--- src/rtl/event_latch8_pkg.sv ---
// Shared definitions for the event latch: line count, index width and FSM state encodings.
package event_latch8_pkg;

  localparam int LINES     = 8;
  localparam int IDX_WIDTH = 3;

  typedef enum logic [1:0] {
    IDLE = 2'd0,
    REQ  = 2'd1,
    DONE = 2'd2
  } state_t;

endpackage

--- src/rtl/event_latch8_if.sv ---
// Event/handshake bundle between the event producer/consumer side and the latch.
interface event_latch8_if;
  import event_latch8_pkg::*;

  logic [LINES-1:0]     in;
  logic [LINES-1:0]     mask;
  logic                 ack;
  logic [LINES-1:0]     pending;
  logic                 any;
  logic                 valid;
  logic [IDX_WIDTH-1:0] idx;

  modport master (
    output in, mask, ack,
    input  pending, any, valid, idx
  );

  modport slave (
    input  in, mask, ack,
    output pending, any, valid, idx
  );

endinterface

--- src/rtl/event_latch8_or8way.sv ---
// Eight-input OR gate used for the request reduction.
module Or8Way (
  input  logic [7:0] a,
  output logic       y
);

  assign y = |a;

endmodule

--- src/rtl/event_latch8_priority_enc8.sv ---
// Lowest-set-bit encoder: bit 0 has highest priority, found flags a nonzero input.
module priority_enc8
  import event_latch8_pkg::*;
(
  input  logic [LINES-1:0]     vec,
  output logic [IDX_WIDTH-1:0] index,
  output logic                 found
);

  // Scanning from the top down lets the lowest set bit overwrite the others.
  always_comb begin
    index = '0;
    found = 1'b0;
    for (int i = LINES - 1; i >= 0; i--) begin
      if (vec[i]) begin
        index = IDX_WIDTH'(i);
        found = 1'b1;
      end
    end
  end

endmodule

--- src/rtl/event_latch8.sv ---
// Sticky 8-line event latch that presents the lowest masked pending event to a
// consumer over a four-phase valid/ack handshake.
module event_latch8
  import event_latch8_pkg::*;
(
  input  logic          clock,
  input  logic          reset,
  event_latch8_if.slave bus
);

  state_t               state;
  logic [LINES-1:0]     pending;
  logic [LINES-1:0]     masked;
  logic [LINES-1:0]     clear_bits;
  logic                 valid;
  logic [IDX_WIDTH-1:0] idx;
  logic [IDX_WIDTH-1:0] enc_idx;
  logic                 found;
  logic                 any;

  assign masked = pending & bus.mask;

  Or8Way u_any (
    .a (masked),
    .y (any)
  );

  priority_enc8 u_enc (
    .vec   (masked),
    .index (enc_idx),
    .found (found)
  );

  always_comb begin
    clear_bits = '0;
    if (state == REQ && bus.ack) begin
      clear_bits[idx] = 1'b1;
    end
  end

  // New events are OR'd in after the clear so a same-edge set is never lost.
  always_ff @(posedge clock) begin
    if (reset) begin
      pending <= '0;
      state   <= IDLE;
      valid   <= 1'b0;
      idx     <= '0;
    end else begin
      pending <= (pending & ~clear_bits) | bus.in;
      unique case (state)
        IDLE: begin
          if (found) begin
            state <= REQ;
            valid <= 1'b1;
            idx   <= enc_idx;
          end
        end
        REQ: begin
          if (bus.ack) begin
            state <= DONE;
            valid <= 1'b0;
          end
        end
        DONE: begin
          if (!bus.ack) begin
            state <= IDLE;
          end
        end
        default: begin
          state <= IDLE;
          valid <= 1'b0;
        end
      endcase
    end
  end

  assign bus.pending = pending;
  assign bus.any     = any;
  assign bus.valid   = valid;
  assign bus.idx     = idx;

endmodule

--- src/flat_wrapper.sv ---
// flat-port wrapper written by rule: the top's interface ports become plain ports
module event_latch8_flat import event_latch8_pkg::*;
  (clock, reset, bus_in, bus_mask, bus_ack, bus_pending, bus_any, bus_valid, bus_idx);
  event_latch8_if bus_i ();
  input  logic clock;
  input  logic reset;
  input wire logic [$bits(bus_i.in)-1:0] bus_in;
  input wire logic [$bits(bus_i.mask)-1:0] bus_mask;
  input wire logic [$bits(bus_i.ack)-1:0] bus_ack;
  output wire logic [$bits(bus_i.pending)-1:0] bus_pending;
  output wire logic [$bits(bus_i.any)-1:0] bus_any;
  output wire logic [$bits(bus_i.valid)-1:0] bus_valid;
  output wire logic [$bits(bus_i.idx)-1:0] bus_idx;
  assign bus_i.in = bus_in;
  assign bus_i.mask = bus_mask;
  assign bus_i.ack = bus_ack;
  assign bus_pending = bus_i.pending;
  assign bus_any = bus_i.any;
  assign bus_valid = bus_i.valid;
  assign bus_idx = bus_i.idx;
  event_latch8 u_core (.clock(clock), .reset(reset), .bus(bus_i));
endmodule
--- config.mk ---
export PLATFORM = sky130hd
export DESIGN_NAME = event_latch8_flat
export DESIGN_NICKNAME = d
export VERILOG_FILES = /design/src/rtl/event_latch8_pkg.sv /design/src/rtl/event_latch8_if.sv /design/src/rtl/event_latch8_or8way.sv /design/src/rtl/event_latch8_priority_enc8.sv /design/src/rtl/event_latch8.sv /design/src/flat_wrapper.sv
export SDC_FILE = /design/constraint.sdc
export NUM_CORES = 1
export LEC_CHECK = 0
export CAP_MARGIN = 30
export CORE_MARGIN = 8
export CORE_UTILIZATION = 42
export CTS_BUF_LIST = sky130_fd_sc_hd__clkbuf_16
export CTS_CLUSTER_DIAMETER = 30
export CTS_CLUSTER_SIZE = 10
export DETAILED_ROUTE_END_ITERATION = 8
export PLACE_DENSITY_LB_ADDON = 0.05
export SLEW_MARGIN = 5
export SYNTH_ARGS = -nofsm -noshare
export SYNTH_HDL_FRONTEND = slang
export SYNTH_HIERARCHICAL = 1
export SYNTH_SLANG_ARGS = --single-unit
--- constraint.sdc ---
create_clock -name clock -period 1.97 [get_ports clock]
set_clock_uncertainty 0.2 [all_clocks]
set_input_delay 0.197 -clock clock [delete_from_list [all_inputs] [get_ports clock]]
set_output_delay 0.197 -clock clock [all_outputs]
set_load 0.05 [all_outputs]
==> flow_summary.toml, run 1 <==
[status]
status = "completed"

[synth]
synthCells = 84
yosysSeqAreaShare_pct = 35.3
synth_seq_cells = 14
syn_area_per_cell_um2 = 9.44
synth_nets = 103
synth_area_um2 = 793
synth_cell_types = 26
yosys_warnings = 6

[detailed_routing]
ant_nets = 0
wl_per_cell_um = 15.4
drt-pass1-iter-count = 4
vias = 760
routed_wirelength_mm = 2.20
viasPerCell = 5.31
drtIter0Drc = 12
drc = 0

[worst_setup_path]
cp-start-kind = "register"
worstPathCellList = "clkdlybuf4s50_1"
slowest_delay_ns = 0.82
cpMaxStageDelayCell = "clkdlybuf4s50_1"
critical_path.max_fanout = 3
end_kind = "output port"
timing.critical_path.buf_inv = 1
cp_data_arrival_time_ns = 1.41
crit_family = "buffers and inverters"
worst-setup-path-type = "register to output port"
critPathRequiredTime_ns = 1.57

[sta]
fmax_mhz = 554
tightest_slew_ns = 0.505
period_share_pct = 91.6
rsz0062_at_grt = "false"
tns_ns = 0
finalSetupViolCount = 0
max-slew-margin-rel_pct = 66.2
finalHoldViolCount = 0
period_needed_ns = 1.80
slew_violations = 0

[die]
core-area_mm2 = 0.00175
die_h_um = 59.5
initial_core_util_pct = 45.4
rows = 15
die_width_um = 59.5
die_area_mm2 = 0.00354
io_pins = 32

[clocking]
clockBufferDepth = 2
cts_resized = 0
root_buffer = "clkbuf_16"
cts_hold_buffers = 0
cts_buffers = 3
h-tree-depth = 1
clock-sinks = 14
post_cts_buffers = 0
clk_latency_ns = 0.24
clk_pin_slew_ns = 0.05
cts_tree = "done"

[global_routing]
grt_pass1_wl_mm = 3.71
overflow = 0
grt_usage_pct = 13.8
grt_max_degree = 15
grt_pass1_vias = 833
antenna_found_initial = 0

[final_layout]
num-nets-final = 138
layout.cells.non_filler = 143
post-route-util_pct = 68.8
diodes = 0
drive_gt1_share_pct = 16.9
area_growth_pct = 51.4

[placed_design]
placed_cells = 139
gp_congestion = 0.764
dp_hpwl_mm = 1.63
portBuffers = 31

[power]
power_density_mw_per_mm2 = 865
ir_worst_vdd_mv = 0.514
p_leak_nw = 0.448

[flow_run]
max-cap-violations = 0

[hold_path]
hold_path.class = "register to register"
## through the flow
stage	total power, W	setup slack (ns)	hold slack [ns]	area [um^2]
2_1_floorplan	0.000546	0.186	0.160	793
3_3_place_gp	0.000656	0.0723	0.266	1120
3_5_place_dp	0.000659	0.0499	0.272	1120
4_1_cts	0.00105	0.154	0.332	1200
5_1_grt	0.00109	0.0977	0.348	1200
6_report	0.00104	0.166	0.329	1200
## area by class of cell
type                            count  area [um^2]
Tap cell                           25         31.3
Timing Repair Buffer               32          308
Sequential cell                    14          280
Clock inverter                      1         3.75
Fill cell                         150          544
Clock buffer                        3         75.1
Multi-Input combinational cell     67          499
Inverter                            1         3.75
## cell usage in the layout, fill, tap and decap left out, types with 3 or more instances in the layout
cell type,n
clkdlybuf4s50_1,27
and2_1,8
mux2i_1,3
nor2_1,10
clkbuf_16,3
a211oi_2,8
dfxtp_1,14
nor3b_1,5
nor4_1,3
buf_4,5
nand2b_1,9
## Yosys cell counts
master	number	area, um^2
a211oi_1	2	15.0
a211oi_2	8	100
a21oi_1	1	5.00
and2_1	8	50.1
and3b_1	2	17.5
and4b_4	1	13.8
and4bb_4	1	16.3
buf_2	2	10.0
dfxtp_1	14	280
inv_1	1	3.75
mux2i_1	3	30.0
nand2_1	2	7.51
nand2b_1	9	56.3
nor2_1	10	37.5
nor2b_1	2	12.5
nor3_1	2	10.0
nor3b_1	5	37.5
nor3b_2	1	12.5
nor4_1	3	18.8
nor4_2	1	12.5
o21a_1	1	7.51
o21ai_0	1	5.00
o21bai_1	1	7.51
o32ai_1	1	8.76
o41ai_1	1	8.76
xnor2_1	1	8.76
## where the power goes
group / switching [W] / internal (W) / total, W
Combinational: 0.000174 / 0.000134 / 0.000308
Clock: 0.000114 / 0.000268 / 0.000382
Sequential: 0.0000353 / 0.000313 / 0.000348
## registers in the layout, indices dropped and copies added (netlist names)
name / count
u_core/state: 2
u_core/bus.valid: 1
u_core/bus.pending: 8
u_core/bus.idx: 3
## logic make-up (layout without fill, tap and decap cells)
family / after synthesis / after routing / share of synthesized area [%]
AO/OA/AOI/OAI: 16 / 16 / 19.9
XOR/XNOR: 1 / 1 / 1.10
buffers and inverters: 3 / 37 / 1.73
flip-flops: 14 / 14 / 35.3
multiplexers: 3 / 3 / 3.79
AND/OR/NAND/NOR: 47 / 47 / 38.2
## metal layers
metal,track usage (%),part of all wire (%),vias up
li1,-,-,375
met1,13.5,39,356
met2,23.0,50,23
met3,5.64,9.3,6
met4,9.90,2.1,0
met5,0,0,-
## path summary, 6_finish.rpt
check,from,slack [ns],depth (start not counted),end
max reg2reg,u_core/bus.pending[5],0.30,5,u_core/bus.idx[1]
max,u_core/bus.pending[1],0.17,1,bus_pending[1]
min reg2reg,u_core/bus.idx[0],0.33,2,u_core/bus.idx[0]
min,u_core/bus.idx[0],0.33,2,u_core/bus.idx[0]
Power figures use the tool's default switching activity.
==> run 2, diff against run 1 <==
--- a/config.mk
+++ b/config.mk
@@ -13,6 +13,7 @@
 export CTS_CLUSTER_SIZE = 10
 export DETAILED_ROUTE_END_ITERATION = 8
 export PLACE_DENSITY_LB_ADDON = 0.05
+export SKIP_CTS_REPAIR_TIMING = 1
 export SLEW_MARGIN = 5
 export SYNTH_ARGS = -nofsm -noshare
 export SYNTH_HDL_FRONTEND = slang
==> constraint.sdc (replaced) <==
create_clock -name clock -period 1.97 [get_ports clock]
set_clock_uncertainty 0.2 [all_clocks]
set_input_delay 0.197 -clock clock [delete_from_list [all_inputs] [get_ports clock]]
set_output_delay 0.197 -clock clock [all_outputs]
set_load 0.02 [all_outputs]
==> run 2 against run 1 <==
  * Via count grew 2.5%
  * Die area unchanged
  * Sequential share of layout area down 1.7 points
  * Critical endpoint is now bus_any
  * Sequential power decreased by 3%
  * Routed wire length hardly changed
==> flow_summary.toml, run 2 (synthesis gave the netlist of run 1 again) <==
[worst_setup_path]
cpMaxStageDelayCell = "clkdlybuf4s50_1"
worstPathCellList = "clkdlybuf4s50_1, and2_1, nor4_1, nand2_1, dlymetal6s2s_1"
cp-start-kind = "input pin"
r2r_slack_ns = 0.29
critical_path.max_fanout = 4
slowest_delay_ns = 0.41
worst-setup-path-type = "input pin to output port"
critPathRequiredTime_ns = 1.57
reg2reg_to = "u_core/bus.idx[0]"
worstRegToRegCells = 6
end_kind = "output port"
cp_data_arrival_time_ns = 1.35
reg2reg_from = "u_core/bus.pending[7]"

[detailed_routing]
routed_wirelength_mm = 2.20
highest_layer = "met4"
drt-pass1-iter-count = 4
drc = 0
vias = 779
drtIter0Drc = 8
wl_met3_um = 147
m1WireLength_um = 956
ant_nets = 0
wl_per_cell_um = 14.4
viasPerCell = 5.09
dr_wl_met2_mm = 1.09

[die]
core-area_mm2 = 0.00175
initial_core_util_pct = 45.4
io_pins = 32
die_width_um = 59.5
rows = 15
die_area_mm2 = 0.00354
die_h_um = 59.5

[status]
status = "completed"

[global_routing]
grt_pass1_vias = 808
overflow = 0
antenna_found_initial = 0
grt_pass1_wl_mm = 3.62
grt_max_degree = 15
grt_usage_pct = 13.5

[placed_design]
portBuffers = 31
dp_hpwl_mm = 1.71
dpl_worst_slack_ns = -0.111
gp_congestion = 0.757

[hold_path]
hold_start = "u_core/bus.valid"
whs_endpoint = "u_core/bus.valid"
hold_depth = 2
hold_path.class = "register to register"

[final_layout]
diodes = 0
area_growth_pct = 63.2
largest_registers = "u_core/bus.pending x8, u_core/bus.idx x3, u_core/state x2"
largest_register_ffs = 8
area.sequential_um2 = 280
final_common_cell = "clkdlybuf4s50_1"
post-route-util_pct = 74.2
num-nets-final = 148
drive_gt1_share_pct = 21.1
final_cell_mix = "30 x clkdlybuf4s50_1, 14 x dfxtp_1, 11 x buf_4, 10 x nor2_1, 9 x nand2b_1"
multiInputGateArea_um2 = 505
regMostFlops = "u_core/bus.pending"
fillers = 143

[sta]
max-slew-margin-rel_pct = 68.3
finalHoldViolCount = 0
tightest_slew_ns = 0.474
timing.final.ws_setup_ns = 0.218
period_needed_ns = 1.75
slew_violations = 0
finalSetupViolCount = 0
tns_ns = 0
period_share_pct = 88.9
fmax_mhz = 571
rsz0062_at_grt = "false"

[clocking]
clk_pin_slew_ns = 0.05
clk_latency_ns = 0.24
cts_buffers = 3
clock-sinks = 14
h-tree-depth = 1
cts_tree = "done"
clockBufferDepth = 2
root_buffer = "clkbuf_16"

[power]
ir_worst_vdd_mv = 0.521
power_density_mw_per_mm2 = 779
p_leak_nw = 0.500
power.total_w = 0.00101

[flow_run]
max-cap-violations = 0
==> run 2: cell types whose count changed in the layout (fill, tap and decap cells not counted), sizes merged <==
cell / delta
buf: +6
clkdlybuf4s50: +3
dlymetal6s2s: +1
==> run 2: stage by stage <==
step / cell area [um^2] / hold WS [ns] / instances
floorplan: 793 / 0.160 / 84
global placement: 1210 / 0.269 / 149
detailed placement: 1210 / 0.271 / 149
CTS: 1290 / 0.284 / 153
global route: 1290 / 0.305 / 153
finish: 1290 / 0.283 / 153
==> run 2: critical path, delay by kind of cell <==
| kind | cells | cell delay, ns |
|---|---|---|
| buffers and inverters | 2 | 0.62 |
| AND/OR/NAND/NOR | 3 | 0.54 |
==> run 2: worst max path at each step <==
stage,end,start,slack (ns),depth (start not counted)
detailed placement,bus_any,bus_mask[1],-0.11,5
global route,u_core/bus.idx[2],bus_mask[7],0.09,7
floorplan,u_core/bus.idx[0],u_core/bus.pending[5],0.35,5
finish,bus_any,bus_mask[5],0.22,5
CTS,bus_any,bus_mask[1],-0.13,5
global placement,bus_any,bus_mask[7],-0.1,5
==> run 2: power by group <==
part | switching [W] | internal, W | total, W
Combinational | 0.000127 | 0.000156 | 0.000283
Sequential | 0.0000237 | 0.000313 | 0.000336
Clock | 0.000120 | 0.000269 | 0.000388
Total | 0.000271 | 0.000737 | 0.00101
==> run 2: final cells by class <==
cell class / instances / area share [%]
timing repair buffer: 42 / 30.5
inverter: 1 / 0.290
tap: 25 / 2.42
multi-input combinational: 67 / 39.0
sequential: 14 / 21.6
clock buffer: 3 / 5.80
clock inverter: 1 / 0.290
==> run 2: metal layers <==
metal	track usage (%)	vias to the layer above
li1	-	395
met1	14.7	358
met2	23.0	24
met3	4.12	2
met4	6.14	0
met5	0	-
